<file path="src/rtl/text_console_pkg.sv">
// Shared constants and types for the text console controller: register map,
// STATUS bit positions, default screen geometry and the controller FSM states.
package text_console_pkg;

    localparam logic [11:0] ADDR_DATA   = 12'h081;
    localparam logic [11:0] ADDR_COL    = 12'h082;
    localparam logic [11:0] ADDR_ROW    = 12'h083;
    localparam logic [11:0] ADDR_STATUS = 12'h084;

    localparam int STATUS_BUSY_BIT  = 0;
    localparam int STATUS_DROP_BIT  = 1;
    localparam int STATUS_CLEAR_BIT = 2;

    localparam int DEFAULT_COLS = 80;
    localparam int DEFAULT_ROWS = 30;

    typedef enum logic {
        ST_IDLE  = 1'b0,
        ST_CLEAR = 1'b1
    } state_t;

endpackage

</file>
<file path="src/rtl/text_console_ctrl.sv">
// Memory-mapped text console: tracks a cursor, turns CPU character writes into
// text-RAM writes and can sweep the whole screen with a fill character.
module text_console_ctrl
    import text_console_pkg::*;
#(
    parameter int         COLS      = DEFAULT_COLS,
    parameter int         ROWS      = DEFAULT_ROWS,
    parameter logic [7:0] FILL_CHAR = 8'h20
) (
    input  logic        clk,
    input  logic        rst,
    input  logic [7:0]  din,
    input  logic [11:0] address,
    input  logic        io_w_en,
    input  logic        io_r_en,
    output logic [7:0]  dout,
    output logic [7:0]  v_din,
    output logic [11:0] v_address,
    output logic        v_w_en
);

    localparam logic [7:0]  COL_MAX   = 8'(COLS - 1);
    localparam logic [7:0]  ROW_MAX   = 8'(ROWS - 1);
    localparam logic [11:0] FILL_LAST = 12'(COLS * ROWS - 1);

    state_t      state_q, state_d;
    logic [7:0]  col_q, row_q;
    logic [7:0]  col_inc, row_inc;
    logic        drop_q;
    logic [11:0] fill_q;
    logic        print_we_q;
    logic [7:0]  print_din_q;
    logic [11:0] print_addr_q;
    logic [11:0] row_base, cur_addr;
    logic [7:0]  status_val;
    logic        busy;
    logic        wr_data, wr_col, wr_row, wr_status, clear_req, printable;

    assign busy      = (state_q == ST_CLEAR);
    assign wr_data   = io_w_en && (address == ADDR_DATA);
    assign wr_col    = io_w_en && (address == ADDR_COL);
    assign wr_row    = io_w_en && (address == ADDR_ROW);
    assign wr_status = io_w_en && (address == ADDR_STATUS);
    assign clear_req = wr_status && din[STATUS_CLEAR_BIT] && !busy;
    assign printable = (din >= 8'h20) && (din <= 8'h7E);

    // Row base address; the 80-column screen uses a shift-add instead of a multiplier.
    generate
        if (COLS == 80) begin : g_mul80
            assign row_base = ({4'd0, row_q} << 6) + ({4'd0, row_q} << 4);
        end else begin : g_mul
            assign row_base = 12'({4'd0, row_q} * COLS);
        end
    endgenerate

    assign cur_addr = row_base + {4'd0, col_q};
    assign col_inc  = (col_q == COL_MAX) ? 8'd0 : col_q + 8'd1;
    assign row_inc  = (row_q == ROW_MAX) ? 8'd0 : row_q + 8'd1;

    always_comb begin
        status_val                  = 8'd0;
        status_val[STATUS_BUSY_BIT] = busy;
        status_val[STATUS_DROP_BIT] = drop_q;
    end

    always_ff @(posedge clk) begin
        if (rst) state_q <= ST_IDLE;
        else     state_q <= state_d;
    end

    always_comb begin
        state_d = state_q;
        case (state_q)
            ST_IDLE:  if (clear_req) state_d = ST_CLEAR;
            ST_CLEAR: if (fill_q == FILL_LAST) state_d = ST_IDLE;
            default:  state_d = ST_IDLE;
        endcase
    end

    always_ff @(posedge clk) begin
        if (rst) begin
            col_q        <= 8'd0;
            row_q        <= 8'd0;
            drop_q       <= 1'b0;
            fill_q       <= 12'd0;
            print_we_q   <= 1'b0;
            print_din_q  <= 8'd0;
            print_addr_q <= 12'd0;
            dout         <= 8'd0;
        end else begin
            print_we_q <= 1'b0;

            if (busy) begin
                fill_q <= (fill_q == FILL_LAST) ? 12'd0 : fill_q + 12'd1;
                if (wr_data || wr_col || wr_row) drop_q <= 1'b1;
            end

            if (wr_status && din[STATUS_DROP_BIT]) drop_q <= 1'b0;

            if (clear_req) begin
                col_q  <= 8'd0;
                row_q  <= 8'd0;
                fill_q <= 12'd0;
            end

            if (!busy) begin
                if (wr_data) begin
                    if (printable) begin
                        print_we_q   <= 1'b1;
                        print_din_q  <= din;
                        print_addr_q <= cur_addr;
                        col_q        <= col_inc;
                        if (col_q == COL_MAX) row_q <= row_inc;
                    end else if (din == 8'h0D) begin
                        col_q <= 8'd0;
                    end else if (din == 8'h0A) begin
                        row_q <= row_inc;
                    end else if (din == 8'h08) begin
                        if (col_q != 8'd0) col_q <= col_q - 8'd1;
                    end
                end
                if (wr_col) col_q <= (din > COL_MAX) ? COL_MAX : din;
                if (wr_row) row_q <= (din > ROW_MAX) ? ROW_MAX : din;
            end

            // DATA is write-only and reads back as zero; unmapped reads leave dout alone.
            if (io_r_en) begin
                case (address)
                    ADDR_DATA:   dout <= 8'd0;
                    ADDR_COL:    dout <= col_q;
                    ADDR_ROW:    dout <= row_q;
                    ADDR_STATUS: dout <= status_val;
                    default:     dout <= dout;
                endcase
            end
        end
    end

    assign v_w_en    = print_we_q || busy;
    assign v_din     = busy ? FILL_CHAR : print_din_q;
    assign v_address = busy ? fill_q : print_addr_q;

endmodule

</file>
<file path="config.mk">
export PLATFORM = sky130hd
export DESIGN_NAME = text_console_ctrl
export DESIGN_NICKNAME = d
export VERILOG_FILES = /design/src/rtl/text_console_pkg.sv /design/src/rtl/text_console_ctrl.sv
export SDC_FILE = /design/constraint.sdc
export NUM_CORES = 1
export LEC_CHECK = 0
export ABC_AREA = 1
export BUFFER_PORTS_ARGS = -buffer_cell sky130_fd_sc_hd__buf_2
export CORE_ASPECT_RATIO = 0.75
export CORE_UTILIZATION = 37
export DETAILED_ROUTE_END_ITERATION = 10
export GPL_TIMING_DRIVEN = 0
export HOLD_SLACK_MARGIN = 0.12
export MAX_ROUTING_LAYER = met4
export SETUP_SLACK_MARGIN = 0.02
export SYNTH_ARGS = -nofsm -noshare
export SYNTH_HDL_FRONTEND = slang
export SYNTH_SLANG_ARGS = --single-unit
</file>
<file path="constraint.sdc">
create_clock -name clk -period 2.46 [get_ports clk]
set_clock_uncertainty 0.2 [all_clocks]
set_input_delay 0.123 -clock clk [delete_from_list [all_inputs] [get_ports clk]]
set_output_delay 0.123 -clock clk [all_outputs]
set_load 0.1 [all_outputs]
</file>
[Yosys cells after proc, flatten, opt, wreduce, memory -nomap -nowiden]
Index checks and enable logic that the tools add are counted.
Cells by class
  bitwise logic cells: 2
  order comparisons: 4
  equality and inequality tests: 10
  reductions and logical operators: 20
  add/sub/neg operators: 6
  mux-type cells: 29
Operator list (count)
  $mux 8: 22
  $eq 12x8->1 const B: 4
  $pmux 8 s4: 1
  $eq 8x4->1 const B: 3
  $mux 12: 2
  $add 8x1->8 const B: 2
  $add 12x1->12 const B: 1
  $add 12x12->12: 1
  $add 12x8->12: 1
  $eq 12x12->1 const B: 1
  $eq 8x5->1 const B: 1
  $eq 8x7->1 const B: 1
  $ge 8x6->1 const B: 1
  $gt 8x5->1 const B: 1
  $gt 8x7->1 const B: 1
  $le 8x7->1 const B: 1
  $logic_and 1x1->1: 8
  $reduce_bool 8->1: 1
  $sub 8x1->8 const B: 1
  $reduce_and 2->1: 2
  $reduce_bool 4->1: 1
  $reduce_or 2->1: 2
  $logic_or 1x1->1: 3
  $mux 1: 3
  other kinds (5): 6
Word-level totals
  bits in registers: 59
  logic and storage cells: 80
  output and inout bits: 29
  input port bits: 24

[Logic depth before layout (Yosys ltp)]
Gate-level depths: netlist of the first run.
  depth in word-level cells: 13
  gate-level depth with buffers: 13

[Worst setup path before layout of the first run]
OpenSTA, ideal clock, no wires.
  path type: reg-to-output
  start point: register state_q (netlist: busy)
  end point: output v_address[10]
  arrival: 3022 ps
  data required time: 2137 ps
  path buffers: 2
  cell stages (with the launch flop): 5
  slack: -885 ps
  path through: dfxtp_1 > buf_2 > clkinv_1 > clkbuf_1 > o21ai_0
On the way
  cells in the longest elaborated chain, start to end: 1
Ends and longest elaborated chain
  start, declared: line text_console_ctrl.sv:26  | state_t state_q, state_d;
  start signal, assigned: line text_console_ctrl.sv:68  | else state_q <= state_d;
  $mux 12: line text_console_ctrl.sv:141  | assign v_address = busy ? fill_q : print_addr_q;
  end, declared: line text_console_ctrl.sv:18  | output logic [11:0] v_address,
No other way between the ends.

[Worst setup path after layout of the first run]
  start point: register state_q (netlist: busy)
  end point: output v_address[1]
The elaborated chain is that of the path after synthesis.

==> results of run 1 <==
==> final timing paths <==
kind,start,to,slack [ns],depth (start not counted)
worst min register to register,print_din_q[3]$_SDFFE_PP0P_,print_din_q[3]$_SDFFE_PP0P_,0.28,2
worst max-delay path,busy$_SDFF_PP0_,v_address[1],0.13,5
worst max register to register,row_q[1]$_SDFF_PP0_,print_addr_q[11]$_SDFFE_PP0P_,0.16,10
worst min-delay path,io_w_en,drop_q$_SDFFE_PP0P_,0.14,4
==> worst max-delay path, delay by kind of cell, from the launching register on <==
family,cells,cell delay (ns)
DFF,1,0.30
buffers and inverters,4,1.17
AOI/OAI and AO/OA,1,0.20
==> timing repair <==
| action | CTS | global route |
|---|---|---|
| setup buffers | 0 | 6 |
| pin swaps | 1 | 4 |
| setup endpoints to repair | 23 | 14 |
| gates resized for setup | 24 | 19 |
| hold buffers | 10 | 0 |
| hold endpoints to repair | 29 | 0 |
==> registers in the layout (all words and copies together) (netlist names) <==
register,flops
fill_q,12
print_addr_q,12
col_q,8
dout,8
print_din_q,8
row_q,8
busy,1
drop_q,1
print_we_q,1
==> cell usage in the layout, fill, tap and decap left out, types with 4 or more instances in the layout <==
master and n:
o21ai_1 13, xor2_1 12, a211oi_2 5, clkbuf_1 8
nand2_1 147, xnor2_1 6, nor3_1 17, buf_4 19
a31oi_1 4, nand4_1 8, inv_2 5, o21ai_0 27
ha_1 15, nand2_2 4, nor2_2 13, clkbuf_16 9
inv_1 57, buf_2 45, dlygate4sd3_1 10, a21oi_1 53
nand3_1 49, dfxtp_1 52, clkinv_2 5, or2_2 4
dfxtp_4 5, o22ai_1 5, nor2_1 74
==> metrics by stage <==
stage	std cells	area, µm²
after global routing	845	4980
after CTS	839	4880
after floorplan	629	4060
final	845	4980
after detailed placement	816	4490
after global placement	816	4490
==> power breakdown <==
group | internal (µW) | total (µW) | switching (µW)
registers | 952 | 952 | 0.117
logic | 39.3 | 115 | 75.3
clock network | 661 | 1100 | 438
==> cell type report <==
type                            count  area [µm²]
Buffer                             20        98.8
Tap cell                          136         170
Clock inverter                      4        20.0
Inverter                           64         245
Fill cell                        1091        5470
Sequential cell                    59        1200
Timing Repair Buffer               67         433
Multi-Input combinational cell    485        2580
Clock buffer                       10         229
==> cell families (layout without fill, tap and decap cells) <==
logic type	Yosys count	after routing	share of synthesized area
flip-flops	59	59	0.292
buffers and inverters	85	165	0.0835
AND/OR/NAND/NOR	325	325	0.346
AO/OA/AOI/OAI	122	122	0.172
XOR/XNOR	18	18	0.0390
adder cells (fa/ha/maj)	20	20	0.0674
==> metal layers <==
metal | GRT usage | wire, µm | up-vias
met5 | - | 0 | -
met4 | 0.0711 | 173 | 0
met3 | 0.0425 | 1110 | 19
met2 | 0.387 | 5810 | 191
met1 | 0.346 | 6160 | 2099
li1 | - | - | 2235
==> impl_metrics.toml, run 1 <==
[power]
power_uw = 2170
leakagePower_uw = 0.00222
power_density_mw_per_mm2 = 435
irDropWorstVdd_mv = 0.293

[global_routing]
grt.total_usage = 0.255
grt_pass1_wl_um = 21500
grt_start_max_net_pins = 20
grt_pass1_vias = 4361
antenna_found_initial = 0
grt_overflow_total = 0

[timing]
final_hold_viol_count = 0
rsz0062_at_grt = "false"
fin_crit_ns = 2.33
period_share = 0.946
setup_violations = 0
maxSlewViolCount = 0
tightest_slew_ns = 0.672
maxSlewHeadroom = 0.552
fin_ws_ns = 0.134
final.hold.worst_slack_ns = 0.139
fin_setup_tns_ns = 0
max_freq_mhz = 430

[critical_path]
crit_fanout = 10
crit_path_cell_trace = "buf_2 > clkinv_2 > clkbuf_1 > o21ai_1 > clkbuf_4"
worstPathArrival_ns = 2.00
cpPeakStageDelay_ns = 0.35
crit_path_top_delay_cell = "clkbuf_4"
required_ns = 2.14
critPathCaptureType = "output pin"
start_kind = "flip-flop"
path_class = "flip-flop to output pin"

[clock_network]
clkSlewWorstSetupHoldPaths_ns = 0.05
cts.htree.levels = 3
cts_tree = "yes"
cts_made_buffers = 9
clockBufferDepth = 2
cts_root_buffer = "clkbuf_16"
cts.sinks = 59
clk-insertion-delay-late_ns = 0.33

[synthesis]
synth_area_leader_cell = "dfxtp_1"
synthTopCellsByCount = "nand2_1 (147), nor2_1 (83), inv_1 (60), dfxtp_1 (59), a21oi_1 (54)"
async_reset_ff_frac = 0
yosys_warnings = 0
ys_seq_area_frac = 0.292
synth_edf_count = 0
synth.distinct_cells = 39
syn_avg_cell_area_um2 = 6.43
yosys.area.top_type_share = 0.292
post-synth-top-count-cell = "nand2_1"
ys_ff_latch = 59
synthCells = 629
ys.flop_type = "dfxtp_1"
synth_area_mm2 = 0.00405
synthTopCellsByArea = "dfxtp_1 (29%), nand2_1 (14%), nor2_1 (7.7%)"
synth_fp_nets = 673

[floorplan]
pin_count = 53
fp.coreArea_mm2 = 0.0105
fp.dieW_um = 123
die_h_um = 92.6
die_area_mm2 = 0.0114
start_util = 0.387
num_rows = 32

[run_status]
status = "complete, no violations"

[routing]
via_per_inst = 5.38
wirelength_um = 13300
wl_per_cell_um = 15.7
drtPass1Iterations = 5
drt-initial-drc-count = 472
drc = 0
via_count = 4544
drtAntennaViolNets = 0

[placed_design]
io_buffers = 51
routabilityCongestion = 0.926
dp_hpwl_um = 10100
place_ws_ns = -0.228

[final_layout]
nets = 750
area_delta_synth_final_pct = 23.1
final_util = 0.477
antenna_cells = 0
drive_gt1_frac = 0.189

[flow_run]
timing.max_cap.violations = 0

[min_path]
hold_class = "input port to flip-flop"
Power figures use the tool's default switching activity.
==> inputs of run 2 (changes only) <==
CORE_ASPECT_RATIO = not set   (was 0.75)
CORE_MARGIN = 4   (was not set)
==> impl_metrics.toml, run 2 (synthesis results as in run 1) <==
[placed_design]
routabilityCongestion = 0.947
io_buffers = 51
place_ws_ns = -0.210
dp_hpwl_um = 9680
place_area_mm2 = 0.00449

[routing]
wirelength_um = 13100
via_per_inst = 5.21
drtAntennaViolNets = 0
drt-initial-drc-count = 391
drc = 0
drtPass1Iterations = 5
via_count = 4415
wl_per_cell_um = 15.4

[timing]
fin_crit_ns = 2.35
final_hold_viol_count = 0
rsz0062_at_grt = "true"
maxSlewHeadroom = 0.537
fin_ws_ns = 0.109
max_freq_mhz = 425
setup_violations = 0
maxSlewViolCount = 0
tightest_slew_ns = 0.694
period_share = 0.956
final.hold.worst_slack_ns = 0.142

[global_routing]
antenna_found_initial = 0
grt_pass1_vias = 4073
grt_start_max_net_pins = 20
grt.total_usage = 0.211
grt_overflow_total = 0
grt_pass1_wl_um = 21100

[power]
irDropWorstVdd_mv = 0.298
power_density_mw_per_mm2 = 440
leakagePower_uw = 0.00223

[flow_run]
timing.max_cap.violations = 0

[clock_network]
cts.sinks = 59
cts_made_buffers = 9
clkSlewWorstSetupHoldPaths_ns = 0.08
clk-insertion-delay-late_ns = 0.35
cts_tree = "yes"
cts_root_buffer = "clkbuf_8"
cts.htree.levels = 3
clockBufferDepth = 2

[critical_path]
crit_fanout = 10
ff2ff_path_depth = 10
start_kind = "flip-flop"
reg2reg_from = "row_q[1]$_SDFF_PP0_"
path_class = "flip-flop to output pin"
required_ns = 2.14
cp-startpoint = "busy$_SDFF_PP0_"
critPathCaptureType = "output pin"
worstPathArrival_ns = 2.03

[run_status]
status = "complete, no violations"

[min_path]
hp-start = "address[2]"
hold_depth = 4
hold_class = "input port to flip-flop"

[final_layout]
final_util = 0.475
nFillCells = 1069
final_area_mm2 = 0.00499
ff_latch_area_mm2 = 0.00120
nets = 751
multi_input_area_mm2 = 0.00258
area_delta_synth_final_pct = 23.3
reg_top3 = "fill_q (12), print_addr_q (12)"
drive_gt1_frac = 0.194
antenna_cells = 0
final_cell_mix = "nand2_1 (146), nor2_1 (75), inv_1 (57)"
mostFrequentLayoutCell = "nand2_1"

[floorplan]
fp.dieW_um = 113
pin_count = 53
die_h_um = 113
die_area_mm2 = 0.0127
start_util = 0.385
fp.coreArea_mm2 = 0.0105
num_rows = 37
## run 2: layout make-up
type,count,area share
Inverter,64,0.0492
Multi-Input combinational cell,485,0.517
Timing Repair Buffer,68,0.0883
Sequential cell,59,0.241
Tap cell,136,0.0341
Buffer,20,0.0201
Clock inverter,6,0.0226
Clock buffer,10,0.0276
## run 2: through the flow
stage               total power (µW)  setup TNS (ns)  cells
finish                          2190               0    848
global route                    2260               0    848
CTS                             2210               0    842
detailed placement              1080           -1.13    816
global placement                1080           -1.19    816
floorplan                       1030           -1.20    629
## run 2: worst max-delay path: stages (launching register included)
cell and delay, ns:
dfxtp_1 0.31, buf_2 0.27, clkinv_2 0.27, clkbuf_1 0.29, o21ai_1 0.19, clkbuf_4 0.34
## run 2: power by group
part | internal, µW | total [µW] | switching [µW]
clock | 702 | 1130 | 425
sequential | 949 | 949 | 0.109
combinational | 40.2 | 116 | 75.7
total | 1690 | 2190 | 501
## run 2: layer usage
metal	track usage	vias to the layer above	wire length [µm]
met5	-	-	0
met4	0.0785	0	363
met3	0.0437	28	884
met2	0.314	175	5780
met1	0.283	1984	6040
li1	-	2228	-
## run 2: path summary, 6_finish.rpt
kind | end | slack, ns
max | v_address[1] | 0.11
min | print_we_q$_SDFF_PP0_ | 0.14
max reg2reg | print_addr_q[11]$_SDFFE_PP0P_ | 0.12
min reg2reg | dout[0]$_SDFFE_PP0P_ | 0.28
## run 2: repair_timing
action,CTS,global route
hold buffers,11,0
gates cloned,0,0
setup buffers,0,6
endpoints found under the hold margin,31,0
endpoints found under the setup margin,23,17
pin swaps,1,3
resized for setup,26,21
